<file path="config.mk">
export PLATFORM = sky130hd
export DESIGN_NAME = loop_down_counter
export DESIGN_NICKNAME = d
export VERILOG_FILES = /design/src/rtl/loop_down_counter.sv
export SDC_FILE = /design/constraint.sdc
export NUM_CORES = 1
export LEC_CHECK = 0
export ABC_AREA = 1
export ABC_CLOCK_PERIOD_IN_PS = 1400
export BUFFER_PORTS_ARGS = -buffer_cell sky130_fd_sc_hd__buf_2
export CAP_MARGIN = 5
export CELL_PAD_IN_SITES_DETAIL_PLACEMENT = 1
export CELL_PAD_IN_SITES_GLOBAL_PLACEMENT = 2
export CORE_MARGIN = 1.5
export CORE_UTILIZATION = 22
export DETAILED_ROUTE_END_ITERATION = 10
export MAX_ROUTING_LAYER = met4
export PLACE_DENSITY_LB_ADDON = 0.1
export SETUP_SLACK_MARGIN = 0.3
export SYNTH_ARGS = -nofsm -noshare
export SYNTH_HDL_FRONTEND = slang
export SYNTH_SLANG_ARGS = --single-unit
export TNS_END_PERCENT = 50
</file>
<file path="constraint.sdc">
create_clock -name clk -period 1.4 [get_ports clk]
set_input_delay 0 -clock clk [delete_from_list [all_inputs] [get_ports clk]]
set_output_delay 0 -clock clk [all_outputs]
set_load 0.02 [all_outputs]
</file>
<file path="src/rtl/loop_down_counter.sv">
// Loadable down-counting loop controller: loads an iteration count, requests one
// datapath step per cycle in RUN and pulses done at zero. Optional abort via LOOP_DOWN_COUNTER_ABORT_EN.
module loop_down_counter #(
   parameter int WIDTH = 3
) (
   input  logic             clk,
   input  logic             reset,
   input  logic             start,
   input  logic [WIDTH-1:0] data,
   input  logic             step_ack,
`ifdef LOOP_DOWN_COUNTER_ABORT_EN
   input  logic             abort,
`endif
   output logic             step_req,
   output logic [WIDTH-1:0] out,
   output logic             zero,
   output logic             borrow,
   output logic             busy,
   output logic             done
);

   localparam logic [1:0] IDLE = 2'd0;
   localparam logic [1:0] RUN  = 2'd1;
   localparam logic [1:0] DONE = 2'd2;

   logic [1:0]       state_reg, state_next;
   logic [WIDTH-1:0] count_reg, count_next;
   logic             abort_hit;

`ifdef LOOP_DOWN_COUNTER_ABORT_EN
   assign abort_hit = abort && (state_reg != IDLE);
`else
   assign abort_hit = 1'b0;
`endif

   always_comb begin
      state_next = state_reg;
      count_next = count_reg;
      case (state_reg)
         IDLE: begin
            if (start) begin
               count_next = data;
               state_next = (data == '0) ? DONE : RUN;
            end
         end
         RUN: begin
            // abort outranks step_ack and leaves the remaining count visible
            if (abort_hit) begin
               state_next = IDLE;
            end else if (step_ack) begin
               count_next = count_reg - WIDTH'(1);
               if (count_reg == WIDTH'(1))
                  state_next = DONE;
            end
         end
         DONE: state_next = IDLE;
         default: state_next = IDLE;
      endcase
   end

   always_ff @(posedge clk) begin
      if (reset) begin
         state_reg <= IDLE;
         count_reg <= '0;
      end else begin
         state_reg <= state_next;
         count_reg <= count_next;
      end
   end

   assign out      = count_reg;
   assign step_req = (state_reg == RUN);
   assign busy     = (state_reg == RUN) || (state_reg == DONE);
   assign done     = (state_reg == DONE);
   assign zero     = (count_reg == '0);
   // should never fire: RUN always holds a nonzero count
   assign borrow   = (state_reg == RUN) && step_ack && (count_reg == '0);

endmodule
</file>
==> qor.csv, run 1 <==
metric,value,unit
status,completed,
max-slew violation count,0,
post-synthesis sequential area ratio,0.245,
chip width,46.1,um
row count,15,
Synth Area per Inst,6.37,um2
clock latency on the worst-skew pair,0.24,ns
share of cells above drive strength 1,0.570,
post-route ant nets,0,
CTS Root Cell,clkbuf_4,
largest net degree at the start of global routing,7,
max_slew headroom,0.834,
clock-pin slew on the worst setup and hold paths,0.04,ns
CTS tree,yes,
number of buffers created by CTS,3,
Area Overhead vs Synth,86.5,%
post-route insts no fill,118,
io pins,15,
Vias/cell,4.28,
"Slowest-stage cell, CP",dfxtp_4,
Final Skew,0.000736,ns
Routed WL,1270,um
post-place setup slack,0.183,ns
HP Class,in2reg,
synth warn,0,
WP data required,1.40,ns
via count,505,
Residual DRC,0,
Setup TNS,0,ns
fin crit share,0.862,
utilization after layout,0.441,
n_diodes,0,
DR pass1 iterations,4,
final net count,107,
most frequent cells in the layout,"13 x buf_2, 10 x nand2_1, 8 x buf_4",
"commonest non-fill, non-tap cell in the layout",buf_2,
Starting Density,0.236,
Fmax,829,MHz
Synth Register Bits,5,
first-pass GRT wire length,2130,um
CP max stage delay,0.34,ns
max reg flops,3,
CP Buf/Inv Count,3,
Final setup viols,0,
1st-iter DRT viols,4,
Core Area,0.00173,mm2
dpl hpwl,946,um
min Tclk post-route,1.21,ns
die area,0.00212,mm2
RSZ-0062 raised after global routing,yes,
total power,1.91,mW
endpoints failing hold,0,
maximum capacitance violations,0,
Post-Synthesis Cell Area,408,um2
Static Leak,0.375,nW
die height,46.1,um
# port buffers,14,
Syn Nets,77,
WP data arrival,1.21,ns
Post-Synthesis Cells,64,
initial antenna violation count,0,
critical-path maximum fanout,3,
H-tree levels,1,
CP Capture Type,output port,
worst vdd ir,0.000825,V
synth unique cells,12,
Avg WL per Cell,10.7,um
crit path launch type,flip-flop,
gp weighted congestion,0.719,
Max clock buf depth,2,
gr usage total,0.147,
crit-path leading delay family,flip-flops,
CP Class,reg2out,
worst path cell trace,inv_4 -> ha_4 -> inv_2 -> nor4_4 -> buf_4,
worst slew pin tran,0.248,ns
dpl cells,103,
GR Overflow Total,0,
clock sinks,5,
vias in the first global route,503,
PD cells,2510,mW/mm2
setup ws final,0.193,ns
synth_stat cells:
cell type	count	area, um2
dfxtp_1	5	100
inv_2	1	3.75
ha_1	6	75.1
nand3_1	6	30.0
a21oi_1	4	20.0
nor4_1	1	6.26
inv_1	13	48.8
nand3_2	1	10.0
o21ai_0	4	20.0
nand2_4	1	11.3
nor2_1	9	33.8
nand2_1	13	48.8
tightest hold or removal path, stage by stage:
cell     delay (ns)
buf_2          0.10
o21ai_2        0.07
nand3_2        0.05
nand2_1        0.05
nor2_1         0.08
worst paths after layout:
check | from | end | slack [ns] | depth (start not counted)
worst min register to register | state_reg[0] | state_reg[0] | 0.52 | 2
worst max register to register | state_reg[1] | out[2] | 0.20 | 8
worst min-delay path | data[2] | out[2] | 0.14 | 5
worst max-delay path | out[1] | borrow | 0.19 | 5
what timing repair did:
action | 4_1_cts | 5_1_grt
pin swaps | 9 | 3
setup buffers | 10 | 0
resized for setup | 26 | 5
setup endpoints to repair | 8 | 9
endpoints found under the hold margin | 3 | 0
hold buffers | 1 | 0
cell families (layout without fill, tap and decap cells):
family          Yosys count  in the layout  share of synthesized area
compound gates            8              8                     0.0982
fa+ha+maj                 6              6                      0.184
buf+inv                  14             43                      0.129
flops                     5              5                      0.245
simple gates             31             31                      0.344
through the flow:
stage	hold WS (ns)	instance area [um2]
finish	0.137	761
global route	0.181	761
CTS	0.134	749
detailed placement	0.217	556
global placement	0.216	556
floorplan	0.0594	454
cell type report:
class	count	area, um2
repair buffers	25	169
multi-input cells	45	354
flip-flops and latches	5	110
inverters	14	70.1
fillers	233	966
well taps	25	31.3
clock buffers	4	26.3
metal layers:
layer  wire, um  global-route usage  vias up
li1           -                   -      258
met2        614               0.222       12
met5          0                   -        -
met3         52              0.0157        2
met4         10              0.0857        0
met1        590               0.189      233
where the power goes:
group | leakage, nW | internal, mW | total (mW) | switching [mW]
sequential | 0.0433 | 0.227 | 0.302 | 0.0751
combinational | 0.317 | 0.633 | 1.44 | 0.808
clock | 0.0150 | 0.108 | 0.170 | 0.0623
No activity file was read; power rests on OpenSTA's default activity.
==> run 2, diff against run 1 <==
Settings changed: BUFFER_PORTS_ARGS -buffer_cell sky130_fd_sc_hd__buf_2 to -buffer_cell sky130_fd_sc_hd__buf_4.
==> run 2 against run 1 <==
- clock-buffer cell count stayed put
- via count unchanged
- sequential share of layout area shrank 0.19 points
- design area increased by 3.6%
- worst hold slack worse by 0.0032 ns
- clock skew up 0.00077 ns
- fmax shrank 1.0%
- clock power about the same
- worst setup slack worse by 0.013 ns
- critical path depth unchanged
- critical endpoint unchanged
- largest cell class unchanged
- largest power group unchanged
- highest routed layer unchanged
==> qor.csv, run 2 (same netlist as run 1, synthesis figures left out) <==
metric,value,unit
status,completed,
GRT met2 Usage,0.203,
HP Class,in2reg,
via count,505,
clock sinks,5,
total power,1.97,mW
RSZ-0062 raised after global routing,yes,
setup ws final,0.181,ns
CTS tree,yes,
vias in the first global route,467,
dpl hpwl,952,um
Hold Path Cell Cnt,5,
maximum capacitance violations,0,
endpoints failing hold,0,
die height,46.1,um
Setup TNS,0,ns
Psw,963,uW
Residual DRC,0,
CTS Root Cell,clkbuf_4,
Area Overhead vs Synth,93.3,%
n_diodes,0,
io pins,15,
CP Class,reg2out,
WP data arrival,1.22,ns
met3 Resource Use GR,0.0118,
gr usage total,0.133,
Flop pwr share,0.164,
PD cells,2500,mW/mm2
Core Area,0.00173,mm2
clock latency on the worst-skew pair,0.25,ns
post-route ant nets,0,
R2R depth,8,
clock-pin slew on the worst setup and hold paths,0.04,ns
Fmax,820,MHz
Int Pwr,1.00,mW
fin crit share,0.871,
largest net degree at the start of global routing,7,
"commonest non-fill, non-tap cell in the layout",buf_4,
initial antenna violation count,0,
share of cells above drive strength 1,0.593,
GRT Max-Usage Layer,met2,
GR Layer Usage met1,0.167,
max reg flops,3,
H-tree levels,1,
Sw Ratio,0.489,
1st-iter DRT viols,1,
utilization after layout,0.457,
GR Overflow Total,0,
max_slew headroom,0.796,
Final setup viols,0,
Avg WL per Cell,11.4,um
WP data required,1.40,ns
CP Capture Type,output port,
most frequent cells in the layout,"19 x buf_4, 8 x inv_1, 8 x nor2_1, 8 x nand2_1",
DR pass1 iterations,4,
worst slew pin tran,0.306,ns
post-place setup slack,0.184,ns
Static Leak,0.377,nW
Vias/cell,4.35,
# port buffers,14,
final net count,105,
Routed WL,1320,um
die area,0.00212,mm2
max-slew violation count,0,
Max clock buf depth,2,
row count,15,
Starting Density,0.236,
number of buffers created by CTS,3,
first-pass GRT wire length,1950,um
worst vdd ir,0.000880,V
Final Skew,0.00150,ns
chip width,46.1,um
power share of the clock group,0.088,
crit path launch type,flip-flop,
critical-path maximum fanout,2,
min Tclk post-route,1.22,ns
gp weighted congestion,0.693,
combinational share of power,0.748,
## run 2: changes by cell type in the layout (fill, tap and decap cells not counted), moves of 2 or more
cell	before	now
buf_4	8	19
nand2_1	10	8
buf_2	13	0
nand2_2	1	4
## run 2: repair_timing
item,4_1_cts,5_1_grt
setup endpoints to repair,8,7
gates resized for setup,14,18
buffers inserted,8,0
pin swaps,4,6
hold buffers,1,0
endpoints found under the hold margin,3,0
## run 2: area by class of cell
| cell class | instances | area [um2] |
|---|---|---|
| inverter | 14 | 67.6 |
| tap | 25 | 31.3 |
| sequential | 5 | 113 |
| multi-input combinational | 45 | 364 |
| clock buffer | 4 | 26.3 |
| fill | 223 | 938 |
| timing repair buffer | 23 | 186 |
## run 2: power groups by stage
stage	Sequential [mW]	Combinational, mW	Clock (mW)
floorplan	0.341	0.700	0
global placement	0.308	1.05	0
detailed placement	0.309	1.06	0
CTS	0.307	1.31	0.181
global route	0.333	1.59	0.191
finish	0.322	1.47	0.173
## run 2: critical path, cell delays in order (launching register included)
cell     delay, ns
dfxtp_4       0.35
inv_4         0.06
ha_4          0.12
inv_2         0.04
nor4_4        0.23
buf_4         0.17
## run 2: stage by stage
step / cell area (um2) / instances / hold slack, ns
after floorplan: 454 / 64 / 0.0594
after global placement: 591 / 103 / 0.190
after detailed placement: 591 / 103 / 0.192
after CTS: 721 / 116 / 0.144
after global routing: 788 / 116 / 0.165
final: 788 / 116 / 0.134
## run 2: worst paths after layout
check,start,to,slack (ns)
worst min-delay path,data[2],out[2],0.13
worst max-delay path,out[0],borrow,0.18
worst min register to register,state_reg[0],state_reg[0],0.52
worst max register to register,state_reg[1],out[1],0.21
## run 2: layer usage
| metal | wire [um] | vias to the layer above |
|---|---|---|
| met5 | 0 | - |
| met2 | 603 | 11 |
| met1 | 632 | 236 |
| met4 | 31 | 0 |
| met3 | 50 | 5 |
| li1 | - | 253 |
